File: src/rtl/ir_sched_pkg.sv
// Shared types and constants for the IR car scheduler: FSM states, register
// offsets relative to BASE_ADDR, default addresses and the one-hot helper.
package ir_sched_pkg;

    typedef enum logic [2:0] {
        ST_IDLE,
        ST_SELECT,
        ST_LOAD,
        ST_DWELL,
        ST_NEUTRAL,
        ST_GUARD
    } state_e;

    localparam logic [7:0] OFS_CMD0 = 8'd0;
    localparam logic [7:0] OFS_CMD1 = 8'd1;
    localparam logic [7:0] OFS_CMD2 = 8'd2;
    localparam logic [7:0] OFS_CMD3 = 8'd3;
    localparam logic [7:0] OFS_MASK = 8'd4;

    localparam logic [7:0] BASE_ADDR_DEF = 8'h94;
    localparam logic [7:0] TX_ADDR_DEF   = 8'h90;

    function automatic logic [3:0] onehot4(input logic [1:0] idx);
        onehot4 = 4'b0001 << idx;
    endfunction

endpackage

File: src/rtl/ir_sched_if.sv
// Processor-bus write port in, transmitter write port out. The scheduler sits
// on the slave side; the bus decode / transmitter model sits on the master side.
interface ir_sched_if;
    logic       BUS_WE;
    logic [7:0] BUS_ADDR;
    logic [7:0] BUS_DATA;
    logic       TX_WE;
    logic [7:0] TX_ADDR;
    logic [7:0] TX_DATA;

    modport master (
        output BUS_WE, BUS_ADDR, BUS_DATA,
        input  TX_WE, TX_ADDR, TX_DATA
    );

    modport slave (
        input  BUS_WE, BUS_ADDR, BUS_DATA,
        output TX_WE, TX_ADDR, TX_DATA
    );
endinterface

File: src/rtl/ir_rr_pick.sv
// Combinational round-robin picker: first enabled car strictly after `last`,
// wrapping 0..3; `last` itself is only chosen when it is the sole enabled car.
module ir_rr_pick (
    input  logic [3:0] mask,
    input  logic [1:0] last,
    output logic [1:0] next,
    output logic       valid
);
    always_comb begin
        next  = last;
        valid = |mask;
        // Walk from farthest to nearest so the nearest enabled car wins.
        for (int i = 4; i >= 1; i--) begin
            if (mask[last + 2'(i)]) begin
                next = last + 2'(i);
            end
        end
    end
endmodule

File: src/rtl/ir_car_scheduler.sv
// Time-slices the IR transmitter between four cars in round-robin order.
// Optional IR_SCHED_WATCHDOG_EN zeroes a car's command after TIMEOUT_SLOTS unrefreshed slots.
module ir_car_scheduler
    import ir_sched_pkg::*;
#(
    parameter logic [7:0]  BASE_ADDR     = BASE_ADDR_DEF,
    parameter logic [7:0]  TX_ADDR       = TX_ADDR_DEF,
    parameter int unsigned SLOT_CYCLES   = 10_000_000,
    parameter int unsigned GUARD_CYCLES  = 50_000,
    parameter int unsigned TIMEOUT_SLOTS = 8
) (
    input  logic             CLK,
    input  logic             RESET,
    ir_sched_if.slave        bus,
    output logic [1:0]       ACTIVE_CAR,
    output logic             BUSY
);
    // Wide enough to hold SLOT_CYCLES itself, including power-of-two values.
    localparam int DW = $clog2(SLOT_CYCLES + 1);
    localparam int GW = $clog2(GUARD_CYCLES + 1);

    if (SLOT_CYCLES < 2 || GUARD_CYCLES < 1 || TIMEOUT_SLOTS > 15) begin : g_bad_params
        $error("ir_car_scheduler: illegal SLOT/GUARD/TIMEOUT parameters");
    end

    state_e          state_q, state_d;
    logic [3:0][3:0] cmd_q, cmd_d, cmd_eff;
    logic [3:0]      mask_q, mask_d;
    logic [3:0]      cmd_wr_q, cmd_wr_d;
    logic [1:0]      active_q, active_d;
    logic [DW-1:0]   dwell_q, dwell_d;
    logic [GW-1:0]   guard_q, guard_d;
    logic            tx_we_q, tx_we_d;
    logic [7:0]      tx_data_q, tx_data_d;
    logic            busy_q, busy_d;

    logic            load_go;
    logic [1:0]      load_car;
    logic [1:0]      pick_next;
    logic            pick_valid;
    logic [7:0]      wr_off;

    ir_rr_pick u_pick (
        .mask  (mask_q),
        .last  (active_q),
        .next  (pick_next),
        .valid (pick_valid)
    );

    assign wr_off = bus.BUS_ADDR - BASE_ADDR;

`ifdef IR_SCHED_WATCHDOG_EN
    localparam logic [3:0] WD_LIMIT = 4'(TIMEOUT_SLOTS);
    logic [3:0][3:0] wd_q, wd_d;

    always_comb begin
        for (int k = 0; k < 4; k++) begin
            cmd_eff[k] = (wd_q[k] >= WD_LIMIT) ? 4'h0 : cmd_q[k];
        end
    end
`else
    assign cmd_eff = cmd_q;
`endif

    // Register file: watchdog forcing first, so a same-cycle bus write wins.
    always_comb begin
        mask_d   = mask_q;
        cmd_d    = cmd_q;
        cmd_wr_d = '0;
`ifdef IR_SCHED_WATCHDOG_EN
        wd_d = wd_q;
        if (load_go) begin
            if (wd_q[load_car] >= WD_LIMIT) cmd_d[load_car] = 4'h0;
            if (wd_q[load_car] != 4'hF)     wd_d[load_car]  = wd_q[load_car] + 4'd1;
        end
`endif
        if (bus.BUS_WE) begin
            if (wr_off == OFS_MASK) begin
                mask_d = bus.BUS_DATA[3:0];
            end else if (wr_off <= OFS_CMD3) begin
                cmd_d[wr_off[1:0]]    = bus.BUS_DATA[3:0];
                cmd_wr_d[wr_off[1:0]] = 1'b1;
`ifdef IR_SCHED_WATCHDOG_EN
                wd_d[wr_off[1:0]] = 4'h0;
`endif
            end
        end
    end

    always_comb begin
        state_d   = state_q;
        active_d  = active_q;
        dwell_d   = dwell_q;
        guard_d   = guard_q;
        tx_we_d   = 1'b0;
        tx_data_d = tx_data_q;
        load_go   = 1'b0;
        load_car  = active_q;
        unique case (state_q)
            ST_IDLE: if (|mask_q) state_d = ST_SELECT;
            ST_SELECT: begin
                if (pick_valid) begin
                    state_d  = ST_LOAD;
                    active_d = pick_next;
                    load_go  = 1'b1;
                    load_car = pick_next;
                end else begin
                    state_d = ST_IDLE;
                end
            end
            ST_LOAD: begin
                state_d = ST_DWELL;
                dwell_d = DW'(SLOT_CYCLES);
            end
            ST_DWELL: begin
                dwell_d = dwell_q - 1'b1;
                if (!mask_q[active_q] || (dwell_q == DW'(1) && mask_q != onehot4(active_q))) begin
                    state_d   = ST_NEUTRAL;
                    tx_we_d   = 1'b1;
                    tx_data_d = 8'h00;
                end else if (dwell_q == DW'(1)) begin
                    state_d = ST_LOAD;
                    load_go = 1'b1;
                end else if (cmd_wr_q[active_q]) begin
                    tx_we_d   = 1'b1;
                    tx_data_d = {onehot4(active_q), cmd_eff[active_q]};
                end
            end
            ST_NEUTRAL: begin
                state_d = ST_GUARD;
                guard_d = GW'(GUARD_CYCLES);
            end
            ST_GUARD: begin
                guard_d = guard_q - 1'b1;
                if (guard_q == GW'(1)) state_d = ST_SELECT;
            end
            default: state_d = ST_IDLE;
        endcase
        if (load_go) begin
            tx_we_d   = 1'b1;
            tx_data_d = {onehot4(load_car), cmd_eff[load_car]};
        end
        busy_d = (state_d != ST_IDLE);
    end

    always_ff @(posedge CLK) begin
        if (RESET) begin
            state_q   <= ST_IDLE;
            cmd_q     <= '0;
            mask_q    <= '0;
            cmd_wr_q  <= '0;
            active_q  <= 2'd3;
            dwell_q   <= '0;
            guard_q   <= '0;
            tx_we_q   <= 1'b0;
            tx_data_q <= 8'h00;
            busy_q    <= 1'b0;
`ifdef IR_SCHED_WATCHDOG_EN
            wd_q      <= '0;
`endif
        end else begin
            state_q   <= state_d;
            cmd_q     <= cmd_d;
            mask_q    <= mask_d;
            cmd_wr_q  <= cmd_wr_d;
            active_q  <= active_d;
            dwell_q   <= dwell_d;
            guard_q   <= guard_d;
            tx_we_q   <= tx_we_d;
            tx_data_q <= tx_data_d;
            busy_q    <= busy_d;
`ifdef IR_SCHED_WATCHDOG_EN
            wd_q      <= wd_d;
`endif
        end
    end

    assign bus.TX_WE   = tx_we_q;
    assign bus.TX_DATA = tx_data_q;
    assign bus.TX_ADDR = TX_ADDR;
    assign ACTIVE_CAR  = active_q;
    assign BUSY        = busy_q;
endmodule

File: src/flat_wrapper.sv
// flat-port wrapper written by rule: the top's interface ports become plain ports
module ir_car_scheduler_flat import ir_sched_pkg::*;
#(
    parameter logic [7:0]  BASE_ADDR     = BASE_ADDR_DEF,
    parameter logic [7:0]  TX_ADDR       = TX_ADDR_DEF,
    parameter int unsigned SLOT_CYCLES   = 10_000_000,
    parameter int unsigned GUARD_CYCLES  = 50_000,
    parameter int unsigned TIMEOUT_SLOTS = 8
)
  (CLK, RESET, ACTIVE_CAR, BUSY, bus_BUS_WE, bus_BUS_ADDR, bus_BUS_DATA, bus_TX_WE, bus_TX_ADDR, bus_TX_DATA);
  ir_sched_if bus_i ();
  input  logic CLK;
  input  logic RESET;
  output logic [1:0] ACTIVE_CAR;
  output logic BUSY;
  input wire logic [$bits(bus_i.BUS_WE)-1:0] bus_BUS_WE;
  input wire logic [$bits(bus_i.BUS_ADDR)-1:0] bus_BUS_ADDR;
  input wire logic [$bits(bus_i.BUS_DATA)-1:0] bus_BUS_DATA;
  output wire logic [$bits(bus_i.TX_WE)-1:0] bus_TX_WE;
  output wire logic [$bits(bus_i.TX_ADDR)-1:0] bus_TX_ADDR;
  output wire logic [$bits(bus_i.TX_DATA)-1:0] bus_TX_DATA;
  assign bus_i.BUS_WE = bus_BUS_WE;
  assign bus_i.BUS_ADDR = bus_BUS_ADDR;
  assign bus_i.BUS_DATA = bus_BUS_DATA;
  assign bus_TX_WE = bus_i.TX_WE;
  assign bus_TX_ADDR = bus_i.TX_ADDR;
  assign bus_TX_DATA = bus_i.TX_DATA;
  ir_car_scheduler #(.BASE_ADDR(BASE_ADDR), .TX_ADDR(TX_ADDR), .SLOT_CYCLES(SLOT_CYCLES), .GUARD_CYCLES(GUARD_CYCLES), .TIMEOUT_SLOTS(TIMEOUT_SLOTS)) u_core (.CLK(CLK), .RESET(RESET), .bus(bus_i), .ACTIVE_CAR(ACTIVE_CAR), .BUSY(BUSY));
endmodule
File: config.mk
export PLATFORM = sky130hd
export DESIGN_NAME = ir_car_scheduler_flat
export DESIGN_NICKNAME = d
export VERILOG_FILES = /design/src/rtl/ir_sched_pkg.sv /design/src/rtl/ir_sched_if.sv /design/src/rtl/ir_rr_pick.sv /design/src/rtl/ir_car_scheduler.sv /design/src/flat_wrapper.sv
export SDC_FILE = /design/constraint.sdc
export NUM_CORES = 1
export LEC_CHECK = 0
export ABC_CLOCK_PERIOD_IN_PS = 2600
export CAP_MARGIN = 20
export CELL_PAD_IN_SITES_DETAIL_PLACEMENT = 1
export CELL_PAD_IN_SITES_GLOBAL_PLACEMENT = 1
export CORE_UTILIZATION = 41
export CTS_BUF_LIST = sky130_fd_sc_hd__clkbuf_4
export CTS_CLUSTER_DIAMETER = 120
export DETAILED_ROUTE_END_ITERATION = 10
export PLACE_DENSITY_LB_ADDON = 0.1
export SLEW_MARGIN = 20
export SYNTH_ARGS = -nofsm -noshare
export SYNTH_HDL_FRONTEND = slang
export SYNTH_SLANG_ARGS = --single-unit
File: constraint.sdc
create_clock -name CLK -period 2.6 [get_ports CLK]
set_clock_uncertainty 0.05 [all_clocks]
set_input_delay 0.39 -clock CLK [delete_from_list [all_inputs] [get_ports CLK]]
set_output_delay 0.39 -clock CLK [all_outputs]
set_load 0.005 [all_outputs]
==> impl_metrics.prom <==
# TYPE chip_impl_metric gauge
chip_impl_metric{name="start_util",unit="%"} 42.1
chip_impl_metric{name="numPortBuffers",unit=""} 26
chip_impl_metric{name="final_min_period_over_clock_period",unit="%"} 100
chip_impl_metric{name="yosys_warning_total",unit=""} 0
chip_impl_metric{name="timing.final.max_slew_violations",unit=""} 0
chip_impl_info{name="synthTopCellsByArea",value="dfxtp_1, mux2i_1, nor2_1, a21oi_1, xnor2_1"} 1
chip_impl_metric{name="max_stage_delay",unit="ps"} 580
chip_impl_metric{name="placement_rows",unit=""} 36
chip_impl_metric{name="die_w",unit="microns"} 102
chip_impl_metric{name="boundaryPins",unit=""} 39
chip_impl_metric{name="average_wire_per_standard_cell",unit="microns"} 16.8
chip_impl_metric{name="grt_start_max_net_pins",unit=""} 47
chip_impl_metric{name="grt_antenna_before_repair",unit=""} 0
chip_impl_info{name="hold_path_class",value="in -> reg"} 1
chip_impl_metric{name="ir_drop_worst_vdd",unit="uV"} 261
chip_impl_metric{name="drc",unit=""} 0
chip_impl_metric{name="hold_viol",unit=""} 0
chip_impl_info{name="clockRootBuffer",value="clkbuf_4"} 1
chip_impl_metric{name="die_h",unit="microns"} 102
chip_impl_metric{name="ys_types",unit=""} 62
chip_impl_info{name="final_common_cell",value="dfxtp_1"} 1
chip_impl_metric{name="wl",unit="microns"} 11300
chip_impl_info{name="violations_in_the_final_reports",value="setup timing"} 1
chip_impl_info{name="status",value="finished with violations"} 1
chip_impl_metric{name="grt_overflow_total",unit=""} 0
chip_impl_info{name="worst_path_most_repeated_cell",value="or4_4"} 1
chip_impl_metric{name="die-area",unit="sq um"} 10400
chip_impl_metric{name="antenna_left",unit=""} 0
chip_impl_metric{name="placeable_core_area",unit="sq um"} 9730
chip_impl_metric{name="cts_inserted_buffers",unit=""} 9
chip_impl_metric{name="clock_transition_at_path_regs",unit="ps"} 130
chip_impl_metric{name="synth_seq_area_share",unit="%"} 38.6
chip_impl_info{name="synth-main-ff-cell",value="dfxtp_1"} 1
chip_impl_info{name="synth.largest_area_cell",value="dfxtp_1"} 1
chip_impl_metric{name="drv_cap",unit=""} 0
chip_impl_metric{name="leakage",unit="nW"} 2.07
chip_impl_metric{name="route.vias.total",unit=""} 3701
chip_impl_metric{name="worst_ep_required_time",unit="ps"} 2890
chip_impl_metric{name="fin_setup_tns",unit="ps"} -7.74
chip_impl_info{name="tritoncts",value="built"} 1
chip_impl_metric{name="postSynthCellCount",unit=""} 465
chip_impl_metric{name="ctsHtreeMaxLevel",unit=""} 3
chip_impl_metric{name="synth_edf_count",unit=""} 0
chip_impl_metric{name="timing.slew.headroom",unit="%"} 58.9
chip_impl_metric{name="synthArstFlopShare",unit="%"} 0
chip_impl_metric{name="yosysTopAreaCellShare",unit="%"} 38.6
chip_impl_metric{name="viasPerCell",unit=""} 5.52
chip_impl_metric{name="max_clock_freq",unit="MHz"} 383
chip_impl_metric{name="grt_first_pass_wirelength",unit="microns"} 18600
chip_impl_info{name="grt_setup_unrepaired",value="true"} 1
chip_impl_info{name="timing.critical_path.slowest_stage_cell",value="or4_4"} 1
chip_impl_metric{name="areaGrowthSynthToFinish",unit="%"} 25.2
chip_impl_metric{name="pin_slew_with_the_least_headroom_to_its_limit",unit="ps"} 615
chip_impl_metric{name="initialDrtViolationCount",unit=""} 105
chip_impl_info{name="worstPathCellList",value="or4_4, or4_4, buf_6, o211a_4, o21bai_1, a21oi_1, or3_1"} 1
chip_impl_metric{name="syn_area",unit="sq um"} 4090
chip_impl_metric{name="antenna-diode-count",unit=""} 0
chip_impl_info{name="final_cell_mix",value="dfxtp_1, buf_4, nor2_1"} 1
chip_impl_metric{name="globalRouteTotalUtil",unit="%"} 23.2
chip_impl_metric{name="worstPathArrival",unit="ps"} 2900
chip_impl_info{name="worstSetupPathType",value="reg -> reg"} 1
chip_impl_metric{name="cts_buffer_depth",unit=""} 2
chip_impl_metric{name="power_per_cell_area",unit="nW/um^2"} 412
chip_impl_metric{name="tritoncts_num_sinks",unit=""} 79
chip_impl_metric{name="design_power_total",unit="W"} 0.00211
chip_impl_metric{name="via_count_of_the_first_global_routing_pass",unit=""} 3708
chip_impl_metric{name="layout-drive-gt1-share",unit="%"} 23.0
chip_impl_metric{name="crit_fanout",unit=""} 3
chip_impl_metric{name="cts_hold_buf",unit=""} 0
chip_impl_metric{name="gp_congestion",unit=""} 0.791
chip_impl_info{name="critPathCaptureType",value="flop"} 1
chip_impl_metric{name="syn-mean-instance-area",unit="sq um"} 8.80
chip_impl_metric{name="yosys_register_bits",unit=""} 79
chip_impl_metric{name="final.setup.worst_slack",unit="ps"} -7.74
chip_impl_metric{name="drt_pre_antenna_iters",unit=""} 4
chip_impl_metric{name="final_net_count",unit=""} 561
chip_impl_metric{name="worst_skew_pair.late_latency",unit="ps"} 450
chip_impl_metric{name="finalCriticalPeriod",unit="ps"} 2610
chip_impl_info{name="worstSetupStartpointType",value="flop"} 1
chip_impl_metric{name="setup_violations",unit=""} 1
chip_impl_metric{name="detailed_place_hpwl",unit="microns"} 7760
-- per-layer routing --
layer / routed length (microns) / global-route usage, %
met1: 5130 / 30.2
met2: 5590 / 39.0
met3: 409 / 5.13
met4: 138 / 6.26
met5: 0 / 0
-- worst paths after layout --
kind	start	end	cells after the start	slack (ps)
worst max-delay path	u_core.dwell_q[4]	u_core.BUSY	7	-8
worst min-delay path	RESET	u_core.bus.TX_WE	2	260
worst max register to register	u_core.dwell_q[4]	u_core.BUSY	7	-8
worst min register to register	u_core.cmd_eff[3]	u_core.cmd_eff[3]	2	440
-- logic make-up (layout without fill, tap and decap cells) --
logic type,count (synthesis),after routing,synth area share [%]
flip-flops,79,79,38.6
AND/OR/NAND/NOR,183,183,23.5
multiplexers,34,34,9.90
buffers and inverters,42,109,4.83
other,2,8,0.183
XOR/XNOR,28,28,5.99
adder cells (fa/ha/maj),8,8,2.45
AO/OA/AOI/OAI,89,89,14.5
-- layout make-up --
type / instances / area [sq um]
clock buffers: 9 / 67.6
clock inverters: 6 / 86.3
fillers: 1170 / 4600
inverters: 9 / 33.8
multi-input cells: 350 / 2470
flip-flops and latches: 79 / 1590
well taps: 133 / 166
repair buffers: 85 / 718
-- critical path: cells and delay by family, from the launching register on --
kind | cells | cell delay, ps
flops | 1 | 350
simple gates | 3 | 1480
compound gates | 3 | 480
buf+inv | 1 | 140
-- repair_timing --
| action | 4_1_cts | 5_1_grt |
|---|---|---|
| pin swaps | 5 | 8 |
| setup buffers | 10 | 2 |
| setup endpoints to repair | 9 | 18 |
| gates resized for setup | 11 | 20 |
-- state kept, by name, indices dropped and copies added (netlist names) --
register,cells
u_core.ACTIVE_CAR,2
u_core.BUSY,1
u_core.bus.TX_DATA,8
u_core.bus.TX_WE,1
u_core.cmd_eff,16
u_core.cmd_wr_q,4
u_core.dwell_q,24
u_core.guard_q,16
u_core.mask_q,4
u_core.state_q,3
-- stage by stage --
stage	setup WS (ps)	hold slack, ps	util [%]	cells	area [sq um]
after floorplan	2.67	392	-	471	4140
after global placement	-66.1	414	49.0	646	4770
after detailed placement	-113	426	49.0	646	4770
after CTS	-66.5	254	51.8	671	5040
after global routing	-78.4	293	52.7	671	5130
final	-7.74	262	52.7	671	5130
-- power breakdown --
group / leakage, nW / switching (W) / total [W] / internal [W]
logic: 1.35 / 0.0000374 / 0.0000635 / 0.0000261
clock network: 0.0818 / 0.000455 / 0.000838 / 0.000383
registers: 0.638 / 0.000000346 / 0.00121 / 0.00121
total: 2.07 / 0.000493 / 0.00211 / 0.00162
-- cells in the mapped netlist (3+ instances only) --
library cell / n
mux4_2: 5
a21oi_1: 37
nand2b_1: 6
a22oi_1: 5
inv_1: 9
nor2_1: 54
buf_2: 5
or4b_2: 3
nor2b_1: 5
o41ai_1: 3
o221ai_1: 3
or3_1: 4
nand3b_1: 7
ha_1: 8
and2_1: 7
a31oi_1: 3
nor3_1: 13
dfxtp_1: 79
buf_4: 9
nand3_1: 16
a211o_1: 3
o211ai_1: 5
nand2_1: 31
nor4_1: 11
xor2_1: 12
o21ai_0: 6
mux2i_1: 27
or4_1: 6
clkbuf_1: 17
xnor2_1: 16
a21o_1: 4
nand4_1: 4
(Power assumes the default switching activity.)
